$ cat config.mk
export PLATFORM = sky130hd
export DESIGN_NAME = clk_period_meter
export DESIGN_NICKNAME = d
export VERILOG_FILES = /design/src/rtl/clk_period_meter.sv
export SDC_FILE = /design/constraint.sdc
export NUM_CORES = 1
export LEC_CHECK = 0
export ABC_AREA = 1
export BUFFER_PORTS_ARGS = -buffer_cell sky130_fd_sc_hd__buf_4
export CAP_MARGIN = 25
export CORE_AREA = 2 2 66 99
export DETAILED_ROUTE_END_ITERATION = 10
export DIE_AREA = 0 0 68 101
export PLACE_DENSITY = 0.83
export RECOVER_POWER = 100
export SYNTH_ARGS = -nofsm -noshare
export SYNTH_HDL_FRONTEND = slang
export SYNTH_SLANG_ARGS = --single-unit
$ cat constraint.sdc
create_clock -name inclk -period 3.24 [get_ports inclk]
set_input_delay 0.162 -clock inclk [delete_from_list [all_inputs] [get_ports inclk]]
set_output_delay 0.162 -clock inclk [all_outputs]
set_load 0.01 [all_outputs]
$ cat src/rtl/clk_period_meter.sv
// Measures the period and high time of an asynchronous clock (sigclk) in inclk cycles, with lock and stall detection.
// Optional macro CLKMETER_DUTY_EN builds fall tracking and drives high_time; without it high_time is tied to 0.
module clk_period_meter #(
  parameter int CNT_W      = 20,
  parameter int EXP_PERIOD = 1000000,
  parameter int TOL        = 1000,
  parameter int LOCK_COUNT = 4
) (
  input  logic             inclk,
  input  logic             rst_n,
  input  logic             sigclk,
  input  logic             enable,
  output logic [CNT_W-1:0] period,
  output logic [CNT_W-1:0] high_time,
  output logic             valid,
  output logic             locked,
  output logic             timeout
);

  localparam int STRK_W = $clog2(LOCK_COUNT + 1);
  localparam logic [CNT_W-1:0]  CNT_MAX = '1;
  localparam logic [CNT_W-1:0]  EXP_C   = CNT_W'(EXP_PERIOD);
  localparam logic [CNT_W:0]    TOL_C   = (CNT_W + 1)'(TOL);
  localparam logic [STRK_W-1:0] LOCK_C  = STRK_W'(LOCK_COUNT);

  typedef enum logic [1:0] {IDLE, ARM, MEAS} state_t;

  state_t             state, state_next;
  logic               sync1, sync2, sig_d;
  logic               rise;
  logic [CNT_W-1:0]   cnt;
  logic               cnt_sat;
  logic [STRK_W-1:0]  streak, streak_inc;
  logic signed [CNT_W:0] diff, neg_diff;
  logic [CNT_W:0]     mag;
  logic               in_tol;
  logic               meas_active, do_update, do_timeout, do_clear;

  // Two-flop synchroniser plus one edge-detect flop; the fixed latency cancels out of the period.
  always_ff @(posedge inclk or negedge rst_n) begin
    if (!rst_n) begin
      sync1 <= 1'b0;
      sync2 <= 1'b0;
      sig_d <= 1'b0;
    end else begin
      sync1 <= sigclk;
      sync2 <= sync1;
      sig_d <= sync2;
    end
  end

  assign rise    = sync2 & ~sig_d;
  assign cnt_sat = (cnt == CNT_MAX);

  always_ff @(posedge inclk or negedge rst_n) begin
    if (!rst_n) state <= IDLE;
    else        state <= state_next;
  end

  always_comb begin
    state_next = state;
    if (!enable) begin
      state_next = IDLE;
    end else begin
      case (state)
        IDLE:    state_next = ARM;
        ARM:     if (rise) state_next = MEAS;
        MEAS:    if (!rise && cnt_sat) state_next = ARM;
        default: state_next = IDLE;
      endcase
    end
  end

  always_comb begin
    meas_active = enable && (state == MEAS);
    do_update   = meas_active && rise;
    do_timeout  = meas_active && !rise && cnt_sat;
    do_clear    = !enable;
  end

  // Tolerance check on a signed difference one bit wider than the counter.
  assign diff       = $signed({1'b0, cnt}) - $signed({1'b0, EXP_C});
  assign neg_diff   = -diff;
  assign mag        = diff[CNT_W] ? $unsigned(neg_diff) : $unsigned(diff);
  assign in_tol     = (mag <= TOL_C);
  assign streak_inc = (streak == LOCK_C) ? LOCK_C : streak + 1'b1;

  always_ff @(posedge inclk or negedge rst_n) begin
    if (!rst_n) begin
      cnt     <= '0;
      period  <= '0;
      valid   <= 1'b0;
      locked  <= 1'b0;
      timeout <= 1'b0;
      streak  <= '0;
    end else begin
      valid <= 1'b0;
      if (do_clear) begin
        cnt     <= '0;
        locked  <= 1'b0;
        streak  <= '0;
        timeout <= 1'b0;
      end else begin
        if (state == IDLE)  cnt <= '0;
        else if (rise)      cnt <= CNT_W'(1);
        else if (!cnt_sat)  cnt <= cnt + 1'b1;

        if (do_update) begin
          period <= cnt;
          valid  <= 1'b1;
          if (in_tol) begin
            streak <= streak_inc;
            locked <= (streak_inc == LOCK_C);
          end else begin
            streak <= '0;
            locked <= 1'b0;
          end
        end

        if (do_timeout) begin
          timeout <= 1'b1;
          locked  <= 1'b0;
          streak  <= '0;
        end
      end
    end
  end

`ifdef CLKMETER_DUTY_EN
  logic             fall;
  logic [CNT_W-1:0] hi_latch;

  assign fall = ~sync2 & sig_d;

  // The latched high time is published only alongside the period it belongs to.
  always_ff @(posedge inclk or negedge rst_n) begin
    if (!rst_n) begin
      hi_latch  <= '0;
      high_time <= '0;
    end else begin
      if (meas_active && fall) hi_latch <= cnt;
      if (do_update)           high_time <= hi_latch;
    end
  end
`else
  assign high_time = '0;
`endif

endmodule
==> flow_summary.toml <==
[status]
status = "finished clean"

[worst_setup_path]
r2r-start = "cnt[6]$_DFFE_PN0P_"
slowest_delay_ns = 0.46
worst-path-buf-inv = 2
critical_path.top_delay_family = "simple AND/OR/NAND/NOR gates"
cp_num_cells = 16
cp-end-kind = "register"
r2r_cells = 16
cp-start-kind = "register"
crit_required_ns = 3.50
crit_arrival_ns = 3.02
path_cells = "inv_2, ha_1, nand2_2, nand2_4, nand3_1, nand3_2, inv_1, nand2_1, nand2_1, a21o_1, nor2_1, nand2_1, nand2_1, nor2_2, nand4_1, nand2_1"
crit_fanout = 29
criticalPathCategory = "register to register"
rrSetupSlack_ns = 0.48
reg2reg_to = "streak[0]$_DFFE_PN0P_"
critPathMostFrequentCell = "nand2_1"
cp_slowest_cell = "dfrtp_1"

[worst_hold_path]
hold_path_startpoint = "enable"
hp-class = "input pin to register"
hold_end = "state[0]$_DFFE_PN0P_"
hold_depth = 3

[cts]
clkLatencyLatePin_ns = 0.31
clkTransAtPathRegs_ns = 0.10
cts_root_buffer = "clkbuf_8"
post_cts_resized = 0
cts_tree = "yes"
hold_buffers = 2
cts-buffers-inserted = 5
post_cts_buffers = 0
htreeDepth = 2
cts_sinks = 51
clockBufferDepth = 2

[die]
placementRows = 35
core-area_um2 = 6040
initial_utilization = 0.604
die_h_um = 101
ios = 47
die_x_um = 68
dieArea_um2 = 6870

[cells_and_area]
fin_nets = 552
seqCellArea_um2 = 1280
layout_common_cells = "145 x nand2_1, 51 x dfrtp_1, 50 x inv_1, 50 x nand3_1, 49 x nor2_1"
multiInputGateArea_um2 = 1920
fin_area_um2 = 3770
drive_gt1_frac = 0.0832
fill_cells = 601
synthToLayoutAreaGrowth_pct = 3.36
final_util = 0.624
antenna_cells = 0
final_common_cell = "nand2_1"

[routing]
wl_met2_um = 4560
via_count = 3321
drt-total-wl_um = 8680
drc = 0
drt_iter0_markers = 229
routed.top_layer = "met4"
drt-met1-wl_um = 3470
dr.pass1.iters = 5
routedWlPerCell_um = 14.1
via_per_inst = 5.40
ant_nets = 0
dr_wl_met3_um = 385

[synth]
avgSynthCellArea_um2 = 7.03
synth.distinct_cells = 44
synth_enable_flop_cells = 0
syn_area_um2 = 3650
synth-main-ff-cell = "dfrtp_1"
syn_inst = 519
synth_warnings = 0
async_reset_ff_frac = 1.00
synth_seq_area_share = 0.350
synth-seq-cells = 51

[timing]
setup_viol = 0
setup_slack_ns = 0.475
fin_crit_ns = 2.76
rsz0062_at_grt = "no"
finalHoldViolCount = 0
slew_viol_final = 0
timing.final.crit_share = 0.853
fmax_mhz = 362
relSlewSlack = 0.162
clock_skew_ns = 0.0112
setup_tns_ns = 0
holdWs_ns = 0.198
tightest_slew_ns = 1.26

[grt]
antenna_found_initial = 0
grt.overflow.total = 0
grt_max_degree = 52
grt_pass1_vias = 3244
grt_usage = 0.283
grt_pass1_wl_um = 14800

[place]
hpwl_um = 6640
pre_cts_slack_ns = 0.623
place_area_um2 = 3780
portBuffers = 26
gp_congestion = 0.897

[power]
p_per_area_nw_per_um2 = 346
power.leakage_nw = 1.90
irDropWorstVdd_v = 0.000314

[run]
maxCapViolCount = 0
synthesized netlist by cell type (5+ instances only):
master	n	area, um2
nand2_2	10	62.6
inv_2	12	45.0
dfrtp_1	51	1280
nor3_1	10	50.1
inv_1	48	180
ha_1	8	100
nand3_1	47	235
xor2_1	7	61.3
buf_2	6	30.0
nand4_1	8	50.1
clkbuf_1	5	18.8
nor2_2	8	50.1
o21ai_0	37	185
nand2_1	143	537
a21oi_1	10	50.1
buf_4	20	150
nor2_1	46	173
registers in the layout (all words and copies together) (netlist names):
register	cells
period	20
streak	3
cnt	20
state	2
sync1	1
locked	1
valid	1
sig_d	1
timeout	1
sync2	1
how the worst max path moves through the flow:
stage                  startpoint                    end  slack [ns]
2_1_floorplan  cnt[6]$_DFFE_PN0P_  streak[0]$_DFFE_PN0P_        1.24
3_3_place_gp   cnt[6]$_DFFE_PN0P_  streak[0]$_DFFE_PN0P_        0.74
3_5_place_dp   cnt[7]$_DFFE_PN0P_  streak[0]$_DFFE_PN0P_        0.62
4_1_cts        cnt[7]$_DFFE_PN0P_  streak[0]$_DFFE_PN0P_        0.61
5_1_grt        cnt[6]$_DFFE_PN0P_  streak[0]$_DFFE_PN0P_        0.13
6_report       cnt[6]$_DFFE_PN0P_  streak[0]$_DFFE_PN0P_        0.48
stage by stage:
stage | instances | power [mW]
after floorplan | 538 | 0.804
after global placement | 605 | 0.838
after detailed placement | 605 | 0.843
after CTS | 615 | 1.31
after global routing | 615 | 1.36
final | 615 | 1.31
routing by layer:
layer | global-route usage | vias up
met4 | 0.114 | 0
met5 | 0 | -
li1 | - | 1677
met2 | 0.486 | 99
met1 | 0.338 | 1524
met3 | 0.0536 | 21
cell families (layout without fill, tap and decap cells):
| family | count (synthesis) | count (layout) | share of synthesized area |
|---|---|---|---|
| flip-flops | 51 | 51 | 0.350 |
| buffers and inverters | 95 | 98 | 0.127 |
| other | 1 | 20 | 0.00103 |
| adder cells (fa/ha/maj) | 8 | 8 | 0.0274 |
| AO/OA/AOI/OAI | 64 | 64 | 0.0998 |
| XOR/XNOR | 9 | 9 | 0.0237 |
| AND/OR/NAND/NOR | 291 | 291 | 0.372 |
worst min-delay path: stages:
cell and delay (ns):
buf_4 0.12, nand2_1 0.08, o21ai_0 0.09
area by class of cell:
cell class	count	area share
clock inverters	2	0.00929
repair buffers	29	0.0345
clock buffers	6	0.0219
inverters	61	0.0607
flip-flops and latches	51	0.339
multi-input cells	392	0.510
well taps	74	0.0246
power by group:
group	leakage, nW	internal [mW]	total (mW)	switching, mW
Combinational	1.14	0.0457	0.163	0.117
Sequential	0.702	0.653	0.664	0.0112
Clock	0.0612	0.250	0.479	0.228
Total	1.90	0.949	1.31	0.356
No activity file was read; power rests on OpenSTA's default activity.
